[src/rtl/alu_issue_if.sv]
// alu_issue_if -- decode-to-ALU handshake bundle.
//
// Handshake rule for both sides: a transfer happens on a rising clock edge
// where valid && ready are both high. A valid source holds its payload
// unchanged until that edge. inReady/outReady may change freely while the
// matching valid is low.
//
// Input side : inValid/inReady, opcode, funct3, funct7b5, rs1Data, rs2Data,
//              imm, pc
// Output side: outValid/outReady, aluCode, aluIn1, aluIn2, illegal
//
// master = decode/downstream driver (testbench), slave = alu_issue.
interface alu_issue_if;
  logic        inValid;
  logic        inReady;
  logic [6:0]  opcode;
  logic [2:0]  funct3;
  logic        funct7b5;
  logic [31:0] rs1Data;
  logic [31:0] rs2Data;
  logic [31:0] imm;
  logic [31:0] pc;
  logic        outValid;
  logic        outReady;
  logic [3:0]  aluCode;
  logic [31:0] aluIn1;
  logic [31:0] aluIn2;
  logic        illegal;

  modport master (
    output inValid, opcode, funct3, funct7b5, rs1Data, rs2Data, imm, pc,
    output outReady,
    input  inReady, outValid, aluCode, aluIn1, aluIn2, illegal
  );

  modport slave (
    input  inValid, opcode, funct3, funct7b5, rs1Data, rs2Data, imm, pc,
    input  outReady,
    output inReady, outValid, aluCode, aluIn1, aluIn2, illegal
  );
endinterface

[src/rtl/alu_issue.sv]
// alu_issue -- RV32I ALU operand issue stage with a two-entry skid buffer.
//
// Decodes an offered instruction combinationally into an ALU operation code
// and two operands, then holds the bundle in a main register (the visible
// output) plus one skid register so upstream sees a registered ready.
//
// Ports:
//   clk       rising-edge clock
//   reset     asynchronous active-high reset
//   flush     synchronous discard of held and incoming entries
//   bus       alu_issue_if.slave (input and output handshakes)
//   state_dbg current FSM state (EMPTY=0, ONE=1, FULL=2)
module alu_issue (
  input  logic         clk,
  input  logic         reset,
  input  logic         flush,
  alu_issue_if.slave   bus,
  output logic [1:0]   state_dbg
);

  localparam logic [3:0] CODE_ADD  = 4'b0000;
  localparam logic [3:0] CODE_SUB  = 4'b1000;
  localparam logic [3:0] CODE_SLL  = 4'b0001;
  localparam logic [3:0] CODE_SLT  = 4'b0010;
  localparam logic [3:0] CODE_SLTU = 4'b1010;
  localparam logic [3:0] CODE_XOR  = 4'b0100;
  localparam logic [3:0] CODE_OR   = 4'b0110;
  localparam logic [3:0] CODE_AND  = 4'b0111;
  localparam logic [3:0] CODE_SRL  = 4'b0101;
  localparam logic [3:0] CODE_SRA  = 4'b1101;
  localparam logic [3:0] CODE_NOP  = 4'b1111;

  typedef enum logic [1:0] {EMPTY = 2'd0, ONE = 2'd1, FULL = 2'd2} state_t;

  typedef struct packed {
    logic [3:0]  code;
    logic [31:0] in1;
    logic [31:0] in2;
    logic        ill;
  } bundle_t;

  state_t  state, state_n;
  logic    in_ready_q;
  bundle_t main_q, skid_q, dec;
  logic    accept, drain;
  logic    load_main, main_from_skid, load_skid;
  logic    is_alt;

  // Combinational decode of the offered instruction.
  always_comb begin
    dec    = '{code: CODE_NOP, in1: 32'd0, in2: 32'd0, ill: 1'b0};
    is_alt = 1'b0;
    case (bus.opcode)
      7'b0110011, 7'b0010011: begin
        // funct7b5 alters ADD->SUB only for register-register ops, but
        // alters SRL->SRA for both forms.
        is_alt = bus.funct7b5 &&
                 ((bus.funct3 == 3'b101) ||
                  (bus.funct3 == 3'b000 && bus.opcode == 7'b0110011));
        case (bus.funct3)
          3'b000:  dec.code = is_alt ? CODE_SUB : CODE_ADD;
          3'b001:  dec.code = CODE_SLL;
          3'b010:  dec.code = CODE_SLT;
          3'b011:  dec.code = CODE_SLTU;
          3'b100:  dec.code = CODE_XOR;
          3'b101:  dec.code = is_alt ? CODE_SRA : CODE_SRL;
          3'b110:  dec.code = CODE_OR;
          default: dec.code = CODE_AND;
        endcase
        dec.in1 = bus.rs1Data;
        dec.in2 = (bus.opcode == 7'b0110011) ? bus.rs2Data : bus.imm;
      end
      7'b0110111: begin
        dec.code = CODE_ADD;
        dec.in2  = bus.imm;
      end
      7'b0010111: begin
        dec.code = CODE_ADD;
        dec.in1  = bus.pc;
        dec.in2  = bus.imm;
      end
      default: dec.ill = 1'b1;
    endcase
  end

  assign accept = bus.inValid && in_ready_q;
  assign drain  = (state != EMPTY) && bus.outReady;

  // Next-state and register-load controls.
  always_comb begin
    state_n        = state;
    load_main      = 1'b0;
    main_from_skid = 1'b0;
    load_skid      = 1'b0;
    if (flush) begin
      state_n = EMPTY;
    end else begin
      case (state)
        EMPTY: begin
          if (accept) begin
            state_n   = ONE;
            load_main = 1'b1;
          end
        end
        ONE: begin
          if (accept && drain) begin
            load_main = 1'b1;
          end else if (accept) begin
            state_n   = FULL;
            load_skid = 1'b1;
          end else if (drain) begin
            state_n = EMPTY;
          end
        end
        FULL: begin
          // Upstream is held off here, so only a drain can happen.
          if (drain) begin
            state_n        = ONE;
            load_main      = 1'b1;
            main_from_skid = 1'b1;
          end
        end
        default: state_n = EMPTY;
      endcase
    end
  end

  always_ff @(posedge clk or posedge reset) begin
    if (reset) begin
      state      <= EMPTY;
      in_ready_q <= 1'b1;
      main_q     <= '{code: CODE_NOP, in1: 32'd0, in2: 32'd0, ill: 1'b0};
      skid_q     <= '{code: CODE_NOP, in1: 32'd0, in2: 32'd0, ill: 1'b0};
    end else begin
      state      <= state_n;
      // Ready is registered: it is high for the next cycle unless the
      // skid slot will be occupied.
      in_ready_q <= (state_n != FULL);
      if (load_main) main_q <= main_from_skid ? skid_q : dec;
      if (load_skid) skid_q <= dec;
    end
  end

  // Outputs show the reset bundle whenever nothing is held, so stale main
  // contents never leak after a drain or flush.
  assign bus.inReady  = in_ready_q;
  assign bus.outValid = (state != EMPTY);
  assign bus.aluCode  = bus.outValid ? main_q.code : CODE_NOP;
  assign bus.aluIn1   = bus.outValid ? main_q.in1  : 32'd0;
  assign bus.aluIn2   = bus.outValid ? main_q.in2  : 32'd0;
  assign bus.illegal  = bus.outValid && main_q.ill;
  assign state_dbg    = state;

endmodule

[src/flat_wrapper.sv]
// flat-port wrapper written by rule: the top's interface ports become plain ports
module alu_issue_flat 
  (clk, reset, flush, state_dbg, bus_inValid, bus_opcode, bus_funct3, bus_funct7b5, bus_rs1Data, bus_rs2Data, bus_imm, bus_pc, bus_outReady, bus_inReady, bus_outValid, bus_aluCode, bus_aluIn1, bus_aluIn2, bus_illegal);
  alu_issue_if bus_i ();
  input  logic clk;
  input  logic reset;
  input  logic flush;
  output logic [1:0] state_dbg;
  input wire logic [$bits(bus_i.inValid)-1:0] bus_inValid;
  input wire logic [$bits(bus_i.opcode)-1:0] bus_opcode;
  input wire logic [$bits(bus_i.funct3)-1:0] bus_funct3;
  input wire logic [$bits(bus_i.funct7b5)-1:0] bus_funct7b5;
  input wire logic [$bits(bus_i.rs1Data)-1:0] bus_rs1Data;
  input wire logic [$bits(bus_i.rs2Data)-1:0] bus_rs2Data;
  input wire logic [$bits(bus_i.imm)-1:0] bus_imm;
  input wire logic [$bits(bus_i.pc)-1:0] bus_pc;
  input wire logic [$bits(bus_i.outReady)-1:0] bus_outReady;
  output wire logic [$bits(bus_i.inReady)-1:0] bus_inReady;
  output wire logic [$bits(bus_i.outValid)-1:0] bus_outValid;
  output wire logic [$bits(bus_i.aluCode)-1:0] bus_aluCode;
  output wire logic [$bits(bus_i.aluIn1)-1:0] bus_aluIn1;
  output wire logic [$bits(bus_i.aluIn2)-1:0] bus_aluIn2;
  output wire logic [$bits(bus_i.illegal)-1:0] bus_illegal;
  assign bus_i.inValid = bus_inValid;
  assign bus_i.opcode = bus_opcode;
  assign bus_i.funct3 = bus_funct3;
  assign bus_i.funct7b5 = bus_funct7b5;
  assign bus_i.rs1Data = bus_rs1Data;
  assign bus_i.rs2Data = bus_rs2Data;
  assign bus_i.imm = bus_imm;
  assign bus_i.pc = bus_pc;
  assign bus_i.outReady = bus_outReady;
  assign bus_inReady = bus_i.inReady;
  assign bus_outValid = bus_i.outValid;
  assign bus_aluCode = bus_i.aluCode;
  assign bus_aluIn1 = bus_i.aluIn1;
  assign bus_aluIn2 = bus_i.aluIn2;
  assign bus_illegal = bus_i.illegal;
  alu_issue u_core (.clk(clk), .reset(reset), .flush(flush), .bus(bus_i), .state_dbg(state_dbg));
endmodule
[config.mk]
export PLATFORM = sky130hd
export DESIGN_NAME = alu_issue_flat
export DESIGN_NICKNAME = d
export VERILOG_FILES = /design/src/rtl/alu_issue_if.sv /design/src/rtl/alu_issue.sv /design/src/flat_wrapper.sv
export SDC_FILE = /design/constraint.sdc
export NUM_CORES = 1
export LEC_CHECK = 0
export ABC_AREA = 1
export BUFFER_PORTS_ARGS = -buffer_cell sky130_fd_sc_hd__buf_2
export CORE_MARGIN = 2
export CORE_UTILIZATION = 50
export CTS_CLUSTER_DIAMETER = 40
export DETAILED_ROUTE_END_ITERATION = 12
export GPL_ROUTABILITY_DRIVEN = 0
export PLACE_DENSITY = 0.77
export SYNTH_ARGS = -nofsm -noshare
export SYNTH_HDL_FRONTEND = slang
export SYNTH_SLANG_ARGS = --single-unit
[constraint.sdc]
create_clock -name clk -period 10.6 [get_ports clk]
set_input_delay 1.59 -clock clk [delete_from_list [all_inputs] [get_ports clk]]
set_output_delay 1.59 -clock clk [all_outputs]
set_load 0.05 [all_outputs]
==> results of run 1 <==
-- area by class of cell --
| class | count | area, µm² | area share |
|---|---|---|---|
| Clock buffer | 20 | 467 | 0.0480 |
| Clock inverter | 12 | 190 | 0.0196 |
| Inverter | 166 | 629 | 0.0647 |
| Multi-Input combinational cell | 776 | 3500 | 0.360 |
| Sequential cell | 141 | 3540 | 0.364 |
| Tap cell | 216 | 270 | 0.0278 |
| Timing Repair Buffer | 222 | 1130 | 0.116 |
-- cell usage after synthesis --
master,n,area [µm²]
nand2_1,341,1280
nor2_1,180,676
inv_1,159,597
dfrtp_1,132,3300
o211ai_1,55,413
o21ai_0,50,250
a31oi_1,43,269
nand3_1,41,205
a21oi_1,36,180
buf_2,33,165
clkbuf_1,18,67.6
buf_4,11,82.6
dfstp_2,9,236
a21boi_1,7,52.6
inv_2,6,22.5
buf_1,5,18.8
o21ai_1,4,20.0
or2_2,4,25.0
nand2_2,3,18.8
nand4_1,3,18.8
a21boi_0,2,15.0
nor2_2,2,12.5
a211oi_1,1,7.51
buf_6,1,11.3
clkbuf_2,1,5.00
clkinv_1,1,3.75
nand3_2,1,10.0
nand4_2,1,12.5
nor2_4,1,11.3
o22ai_1,1,6.26
-- power by group --
part,switching [mW],leakage (nW),total [mW],internal (mW)
clock,0.229,0.322,0.663,0.434
combinational,0.173,3.20,0.268,0.0950
sequential,0.0444,1.80,0.689,0.644
total,0.446,5.32,1.62,1.17
-- state kept, by name, summed over array words and instances, names as in the netlist --
| name | cells |
|---|---|
| u_core.bus.inReady | 1 |
| u_core.main_q | 69 |
| u_core.skid_q | 69 |
| u_core.state_dbg | 2 |
-- per-layer routing --
layer	vias up	GRT usage	share of wire	routed length, µm
li1	3954	-	-	-
met4	0	0.0951	0.026	562
met1	3659	0.349	0.44	9550
met3	37	0.0578	0.080	1750
met5	-	0	0	0
met2	323	0.407	0.46	9920
-- cell usage in the layout (no fill, tap or decap), types with 2 or more instances in the layout --
master	synthesis	routed
nand3_1	41	41
o211ai_1	55	55
inv_2	6	6
nand4_1	3	3
clkbuf_16	0	17
buf_2	33	216
nor2_2	2	2
clkbuf_8	0	3
dfrtp_1	132	132
o21ai_1	4	4
buf_4	11	6
a21boi_0	2	2
clkinv_2	0	6
inv_1	159	157
o21ai_0	50	50
a21oi_1	36	36
a31oi_1	43	43
bufinv_16	0	5
clkinvlp_4	0	2
nand2_2	3	3
dfstp_2	9	9
nor2_1	180	180
nand2_1	341	341
a21boi_1	7	7
or2_2	4	4
-- worst paths after layout --
check | end | cells after the start | slack, ns
max | bus_aluCode[3] | 6 | 6.49
min | u_core.main_q[1] | 2 | 0.48
max reg2reg | u_core.main_q[0] | 8 | 8.00
min reg2reg | u_core.main_q[1] | 2 | 0.48
max in group asynchronous | u_core.main_q[17] | 3 | 7.96
min in group asynchronous | u_core.state_dbg[1] | 2 | 1.25
-- stage by stage --
| step | power (mW) | utilization |
|---|---|---|
| 2_1_floorplan | 0.879 | - |
| 3_3_place_gp | 0.953 | 0.575 |
| 3_5_place_dp | 0.962 | 0.575 |
| 4_1_cts | 1.63 | 0.616 |
| 5_1_grt | 1.70 | 0.616 |
| 6_report | 1.62 | 0.616 |
-- logic make-up after synthesis --
family                 count (synthesis)  synth area share
AOI/OAI and AO/OA                    199             0.152
buffers and inverters                235             0.122
DFF                                  141             0.443
and+or+nand+nor                      577             0.284
-- worst max-delay path: stages, from the launching register on --
cell	delay, ns
dfrtp_1	0.44
inv_2	0.11
nand2_2	0.11
inv_2	0.46
buf_4	0.51
or2_2	0.19
buf_2	0.25
==> report_table.html, run 1 <==
<table>
<tr><th>Metric</th><th>Value</th></tr>
<tr><th colspan="2">Yosys</th></tr>
<tr><td>Register bit count reported by yosys</td><td>141</td></tr>
<tr><td>Synthesized netlist cell count</td><td>1152</td></tr>
<tr><td>Syn_nets</td><td>1296</td></tr>
<tr><td>Post-synthesis area per instance</td><td>6.94 µm²</td></tr>
<tr><td>Fraction of the yosys area taken by sequential cells</td><td>0.443</td></tr>
<tr><td>Synth Cell Area</td><td>0.00800 mm²</td></tr>
<tr><td>Number of library cell types mapped by synthesis</td><td>30</td></tr>
<tr><td>Total of warnings raised by yosys</td><td>0</td></tr>
<tr><th colspan="2">Global routing</th></tr>
<tr><td>Pin count of the biggest net entering global routing</td><td>113</td></tr>
<tr><td>Wire length of the first global-routing pass</td><td>34600 µm</td></tr>
<tr><td>Number of antenna violations at the first check in global routing</td><td>0</td></tr>
<tr><td>Vias in the first global route</td><td>7153</td></tr>
<tr><td>GRT Resource Usage Total</td><td>0.257</td></tr>
<tr><td>Total overflow reported by the global router</td><td>0</td></tr>
<tr><th colspan="2">Critical path</th></tr>
<tr><td>Critical Path End Type</td><td>primary output</td></tr>
<tr><td>Max Fanout on Critical Path</td><td>34</td></tr>
<tr><td>Critical path required time</td><td>9.01 ns</td></tr>
<tr><td>Data arrival time of the critical path</td><td>2.52 ns</td></tr>
<tr><td>Worst setup path start</td><td>u_core.state_dbg[0]</td></tr>
<tr><td>Type of the setup path with the least slack</td><td>flop to primary output</td></tr>
<tr><td>Worst reg2reg startpoint</td><td>u_core.state_dbg[0]</td></tr>
<tr><td>Startpoint class of the critical path</td><td>flop</td></tr>
<tr><th colspan="2">Clocking</th></tr>
<tr><td>Post-CTS setup buffer count</td><td>0</td></tr>
<tr><td>H-tree lvl count</td><td>4</td></tr>
<tr><td>Maximum root-to-sink buffer count</td><td>2</td></tr>
<tr><td>Clock tree from TritonCTS</td><td>built</td></tr>
<tr><td>Clock Root Buffer</td><td>clkbuf_16</td></tr>
<tr><td>Number of sinks on the clock net</td><td>141</td></tr>
<tr><td>CTS Hold Buffers Added</td><td>0</td></tr>
<tr><td>Source-to-sink clock delay at the later pin of the worst-skew pair</td><td>0.42 ns</td></tr>
<tr><td>Number of instances resized during post-cts repair</td><td>0</td></tr>
<tr><td>TritonCTS Buffers</td><td>17</td></tr>
<tr><td>Clock transition time at the flip-flop clock pins of the worst setup and hold paths</td><td>0.06 ns</td></tr>
<tr><th colspan="2">Final layout</th></tr>
<tr><td>Antenna Diode Count</td><td>0</td></tr>
<tr><td>Synth-to-layout area growth</td><td>21.6%</td></tr>
<tr><td>Fill cells</td><td>1485</td></tr>
<tr><td>Non-filler cells, final</td><td>1553</td></tr>
<tr><td>Number of nets in the final layout</td><td>1468</td></tr>
<tr><td>Final Cell Area</td><td>0.00972 mm²</td></tr>
<tr><td>Fraction of final layout cells sized beyond drive strength 1</td><td>0.212</td></tr>
<tr><th colspan="2">Floorplanning</th></tr>
<tr><td>Core region area</td><td>0.0158 mm²</td></tr>
<tr><td>Effective utilization at floorplan</td><td>0.507</td></tr>
<tr><td>Number of placed I/O pins</td><td>217</td></tr>
<tr><td>Die area</td><td>0.0170 mm²</td></tr>
<tr><td>Overall die height</td><td>130 µm</td></tr>
<tr><td>Number of placement rows</td><td>46</td></tr>
<tr><td>Die extent in x</td><td>130 µm</td></tr>
<tr><th colspan="2">STA</th></tr>
<tr><td>Clock Skews</td><td>0.00493 ns</td></tr>
<tr><td>Time the final worst path needs with I/O delays and setup</td><td>4.11 ns</td></tr>
<tr><td>Slew Viols, Final</td><td>0</td></tr>
<tr><td>Sum of negative setup slack</td><td>0 ns</td></tr>
<tr><td>Hold violation total from the final report</td><td>0</td></tr>
<tr><td>Rel. slew slack</td><td>0.173</td></tr>
<tr><td>Slew @ Worst Pin</td><td>1.24 ns</td></tr>
<tr><td>Final Worst Setup Slack</td><td>6.49 ns</td></tr>
<tr><td>Number of setup violations in the final report</td><td>0</td></tr>
<tr><td>Final worst path period share</td><td>0.388</td></tr>
<tr><td>RSZ-0062 raised after global routing</td><td>no</td></tr>
<tr><td>Achievable frequency</td><td>243 MHz</td></tr>
<tr><td>Fin Hold WS</td><td>0.475 ns</td></tr>
<tr><th colspan="2">Power and ir drop</th></tr>
<tr><td>Power density over the cells</td><td>167 mW/mm²</td></tr>
<tr><td>Peak supply drop</td><td>0.000121 V</td></tr>
<tr><td>Leakage Power</td><td>5.32 nW</td></tr>
<tr><th colspan="2">Route</th></tr>
<tr><td>Final wirelength</td><td>21800 µm</td></tr>
<tr><td>Count of TritonRoute iterations in the first routing pass</td><td>5</td></tr>
<tr><td>Total via count in the routed design</td><td>7973</td></tr>
<tr><td>Post-route antenna net violation count</td><td>0</td></tr>
<tr><td>Via-to-Cell Ratio</td><td>5.13</td></tr>
<tr><td>Remaining routing DRC violations</td><td>0</td></tr>
<tr><td>Final routed wire length divided by cell count</td><td>14.0 µm</td></tr>
<tr><td>Number of design-rule violations left by the first detailed-router iteration</td><td>594</td></tr>
<tr><th colspan="2">Worst hold path</th></tr>
<tr><td>HP Start</td><td>u_core.main_q[1]</td></tr>
<tr><td>Worst hold path class</td><td>flop to flop</td></tr>
<tr><th colspan="2">Placement</th></tr>
<tr><td>Worst setup slack after placement</td><td>6.67 ns</td></tr>
<tr><td>Cells after DPL</td><td>1521</td></tr>
<tr><td>Quantity of I/O buffers inserted on ports</td><td>216</td></tr>
<tr><td>Post-detail-place hpwl</td><td>13600 µm</td></tr>
<tr><td>Cell area reported after detailed placement</td><td>0.00906 mm²</td></tr>
<tr><th colspan="2">Flow run</th></tr>
<tr><td>Max Cap Violations</td><td>0</td></tr>
<tr><th colspan="2">Status</th></tr>
<tr><td>Status</td><td>finished, final reports clean</td></tr>
</table>
No activity file was read; power rests on OpenSTA's default activity.
==> run 2, diff against run 1 <==
--- a/config.mk
+++ b/config.mk
@@ -8,7 +8,7 @@
 export ABC_AREA = 1
 export BUFFER_PORTS_ARGS = -buffer_cell sky130_fd_sc_hd__buf_2
 export CORE_MARGIN = 2
-export CORE_UTILIZATION = 50
+export CORE_UTILIZATION = 48
 export CTS_CLUSTER_DIAMETER = 40
 export DETAILED_ROUTE_END_ITERATION = 12
 export GPL_ROUTABILITY_DRIVEN = 0
==> constraint.sdc (replaced) <==
create_clock -name clk -period 3.6 [get_ports clk]
set_input_delay 0.54 -clock clk [delete_from_list [all_inputs] [get_ports clk]]
set_output_delay 0.54 -clock clk [all_outputs]
set_load 0.05 [all_outputs]
==> run 2 against run 1 <==
Against the previous run: worst setup slack worse by 5.5 ns; clock power grew to 2.6 times the previous value; sequential share of layout area about the same; register-to-register slack worse by 6.8 ns; non-clock buffer count is 6 higher; clock skew rose by 0.0033 ns; final area about the same; hold slack lost 0.19 ns; critical path type unchanged; critical endpoint is now bus_aluIn1[20]; largest power group unchanged.
==> report_table.html, run 2 (synthesis gave the netlist of run 1 again) <==
<table>
<tr><th>Metric</th><th>Value</th></tr>
<tr><th colspan="2">Clocking</th></tr>
<tr><td>Clock transition time at the flip-flop clock pins of the worst setup and hold paths</td><td>0.06 ns (about the same)</td></tr>
<tr><td>Clock tree from TritonCTS</td><td>built</td></tr>
<tr><td>Number of sinks on the clock net</td><td>141 (unchanged)</td></tr>
<tr><td>Source-to-sink clock delay at the later pin of the worst-skew pair</td><td>0.42 ns (about the same)</td></tr>
<tr><td>Clock Root Buffer</td><td>clkbuf_16</td></tr>
<tr><td>TritonCTS Buffers</td><td>17 (unchanged)</td></tr>
<tr><td>CTS Hold Buffers Added</td><td>0 (unchanged)</td></tr>
<tr><td>Number of instances resized during post-cts repair</td><td>0 (unchanged)</td></tr>
<tr><td>H-tree lvl count</td><td>4 (unchanged)</td></tr>
<tr><td>Maximum root-to-sink buffer count</td><td>2 (unchanged)</td></tr>
<tr><td>Post-CTS setup buffer count</td><td>0 (unchanged)</td></tr>
<tr><th colspan="2">Final layout</th></tr>
<tr><td>Fraction of final layout cells sized beyond drive strength 1</td><td>0.211 (about the same)</td></tr>
<tr><td>Synth-to-layout area growth</td><td>21.5% (about the same)</td></tr>
<tr><td>Leading cell type in the layout, fill and taps excluded</td><td>nand2_1</td></tr>
<tr><td>Number of nets in the final layout</td><td>1474 (+0.41%)</td></tr>
<tr><td>Highest-count cells in the layout ignoring fill and taps</td><td>nand2_1, buf_2, nor2_1</td></tr>
<tr><td>Antenna Diode Count</td><td>0 (unchanged)</td></tr>
<tr><td>Fill cells</td><td>1517 (+2.2%)</td></tr>
<tr><th colspan="2">STA</th></tr>
<tr><td>Achievable frequency</td><td>376 MHz</td></tr>
<tr><td>Slew Viols, Final</td><td>0 (unchanged)</td></tr>
<tr><td>Final worst path period share</td><td>0.738</td></tr>
<tr><td>Time the final worst path needs with I/O delays and setup</td><td>2.66 ns</td></tr>
<tr><td>Hold violation total from the final report</td><td>0 (unchanged)</td></tr>
<tr><td>RSZ-0062 raised after global routing</td><td>no</td></tr>
<tr><td>Rel. slew slack</td><td>0.233 (+0.0600)</td></tr>
<tr><td>Slew @ Worst Pin</td><td>1.15 ns (-0.0882 ns)</td></tr>
<tr><td>Number of setup violations in the final report</td><td>0 (unchanged)</td></tr>
<tr><td>Clock Skews</td><td>0.00824 ns (+0.00332 ns)</td></tr>
<tr><td>Sum of negative setup slack</td><td>0 ns (unchanged)</td></tr>
<tr><th colspan="2">Critical path</th></tr>
<tr><td>Worst reg2reg startpoint</td><td>u_core.state_dbg[0]</td></tr>
<tr><td>Worst setup path start</td><td>u_core.state_dbg[0]</td></tr>
<tr><td>Startpoint class of the critical path</td><td>flop</td></tr>
<tr><td>Data arrival time of the critical path</td><td>2.12 ns (-0.40 ns)</td></tr>
<tr><td>Type of the setup path with the least slack</td><td>flop to primary output</td></tr>
<tr><td>Critical path required time</td><td>3.06 ns (-5.95 ns)</td></tr>
<tr><td>Max Fanout on Critical Path</td><td>28 (-18%)</td></tr>
<tr><td>Critical Path End Type</td><td>primary output</td></tr>
<tr><th colspan="2">Route</th></tr>
<tr><td>Count of TritonRoute iterations in the first routing pass</td><td>5 (unchanged)</td></tr>
<tr><td>Remaining routing DRC violations</td><td>0 (unchanged)</td></tr>
<tr><td>Total via count in the routed design</td><td>8003 (+0.38%)</td></tr>
<tr><td>Via-to-Cell Ratio</td><td>5.12 (-0.27%)</td></tr>
<tr><td>Final wirelength</td><td>21500 µm (-1.3%)</td></tr>
<tr><td>Final routed wire length divided by cell count</td><td>13.8 µm (-2.0%)</td></tr>
<tr><td>Number of design-rule violations left by the first detailed-router iteration</td><td>568 (-4.4%)</td></tr>
<tr><td>Post-route antenna net violation count</td><td>0 (unchanged)</td></tr>
<tr><th colspan="2">Power and ir drop</th></tr>
<tr><td>Net switching power figure</td><td>1.29 mW (+190%)</td></tr>
<tr><td>Peak supply drop</td><td>0.000354 V (+190%)</td></tr>
<tr><td>Power density over the cells</td><td>468 mW/mm² (+180%)</td></tr>
<tr><td>Sw Share</td><td>0.283 (+0.00809)</td></tr>
<tr><td>Leakage Power</td><td>5.31 nW (-0.22%)</td></tr>
<tr><td>Share of power burned in combinational logic</td><td>0.175 (+0.010)</td></tr>
<tr><td>Fraction of power consumed by the clock network</td><td>0.379 (-0.030)</td></tr>
<tr><td>Internal power summed over all cells</td><td>3.25 mW (+180%)</td></tr>
<tr><td>Part of the power in registers</td><td>0.446 (+0.021)</td></tr>
<tr><td>Tot Pwr</td><td>4.54 mW (+180%)</td></tr>
<tr><th colspan="2">Floorplanning</th></tr>
<tr><td>Core region area</td><td>0.0164 mm² (+4.0%)</td></tr>
<tr><td>Die area</td><td>0.0177 mm² (+4.0%)</td></tr>
<tr><td>Number of placement rows</td><td>47 (+2.2%)</td></tr>
<tr><td>Die extent in x</td><td>133 µm (+2.0%)</td></tr>
<tr><td>Number of placed I/O pins</td><td>217 (unchanged)</td></tr>
<tr><td>Effective utilization at floorplan</td><td>0.487 (-0.0197)</td></tr>
<tr><td>Overall die height</td><td>133 µm (+2.0%)</td></tr>
<tr><th colspan="2">Global routing</th></tr>
<tr><td>GRT Resource Usage Total</td><td>0.249 (-0.00777)</td></tr>
<tr><td>Total overflow reported by the global router</td><td>0 (unchanged)</td></tr>
<tr><td>Busiest layer in global routing</td><td>met2</td></tr>
<tr><td>Number of antenna violations at the first check in global routing</td><td>0 (unchanged)</td></tr>
<tr><td>Vias in the first global route</td><td>7429 (+3.9%)</td></tr>
<tr><td>Met2 layer usage reported by global route</td><td>0.392 (-0.0145)</td></tr>
<tr><td>Wire length of the first global-routing pass</td><td>35500 µm (+2.5%)</td></tr>
<tr><td>Global routing met1 resource utilization</td><td>0.333 (-0.0153)</td></tr>
<tr><td>Pin count of the biggest net entering global routing</td><td>142 (+26%)</td></tr>
<tr><td>Met3 Use GR</td><td>0.0529 (-0.00494)</td></tr>
<tr><th colspan="2">Placement</th></tr>
<tr><td>Post-detail-place hpwl</td><td>14000 µm (+2.7%)</td></tr>
<tr><td>Quantity of I/O buffers inserted on ports</td><td>216 (unchanged)</td></tr>
<tr><th colspan="2">Flow run</th></tr>
<tr><td>Max Cap Violations</td><td>0 (unchanged)</td></tr>
<tr><th colspan="2">Status</th></tr>
<tr><td>Status</td><td>finished, final reports clean</td></tr>
<tr><th colspan="2">Worst hold path</th></tr>
<tr><td>Worst hold path class</td><td>primary input to asynchronous set/reset pin</td></tr>
</table>
[run 2: changes by cell type in the layout (fill, tap and decap cells not counted), sizes merged]
| cell | previous run | this run |
|---|---|---|
| bufinv | 5 | 2 |
| buf | 222 | 228 |
| clkinv | 7 | 5 |
| clkbuf | 20 | 25 |
[run 2: final timing paths]
| path | end | cells after the start | slack [ns] |
|---|---|---|---|
| min reg2reg | u_core.main_q[68] | 2 | 0.47 |
| max in group asynchronous | u_core.main_q[7] | 3 | 2.71 |
| min | u_core.skid_q[28] | 3 | 0.29 |
| max reg2reg | u_core.main_q[54] | 6 | 1.24 |
| max | bus_aluIn1[20] | 6 | 0.94 |
| min in group clk | u_core.state_dbg[1] | 2 | 0.33 |
[run 2: power by group through the flow]
stage,combinational (mW),clock [mW],sequential [mW]
6_report,0.794,1.72,2.03
3_5_place_dp,0.793,0,2.05
4_1_cts,0.798,1.75,2.02
5_1_grt,0.901,1.81,2.06
3_3_place_gp,0.777,0,2.03
2_1_floorplan,0.565,0,2.03
[run 2: metal layers]
layer / part of all wire / wire length, µm
met3: 0.078 / 1680
met5: 0 / 0
met1: 0.44 / 9400
met2: 0.46 / 9890
met4: 0.024 / 526
[run 2: layout make-up]
class,count,area [µm²],share of cell area
repair buffers,228,1200,0.123
clock inverters,7,87.6,0.00902
well taps,220,275,0.0283
clock buffers,25,485,0.0500
inverters,166,629,0.0648
multi-input cells,776,3500,0.360
flip-flops and latches,141,3540,0.364
[run 2: stage by stage]
| step | utilization | std cells | hold slack [ns] | setup slack, ns | cell area [µm²] |
|---|---|---|---|---|---|
| after CTS | 0.592 | 1563 | 0.304 | 0.907 | 9710 |
| final | 0.592 | 1563 | 0.287 | 0.942 | 9710 |
| after global placement | 0.557 | 1531 | 0.456 | 1.10 | 9140 |
| after detailed placement | 0.557 | 1531 | 0.457 | 1.05 | 9140 |
| after global routing | 0.592 | 1563 | 0.333 | 0.803 | 9710 |
| after floorplan | - | 1152 | 0.444 | 0.875 | 8000 |
[run 2: critical path, stage by stage (launching register included)]
cell and delay, ns:
dfrtp_1 0.44, inv_2 0.12, nand2_2 0.11, inv_2 0.26, buf_4 0.39, nor2_1 0.13
buf_2 0.23
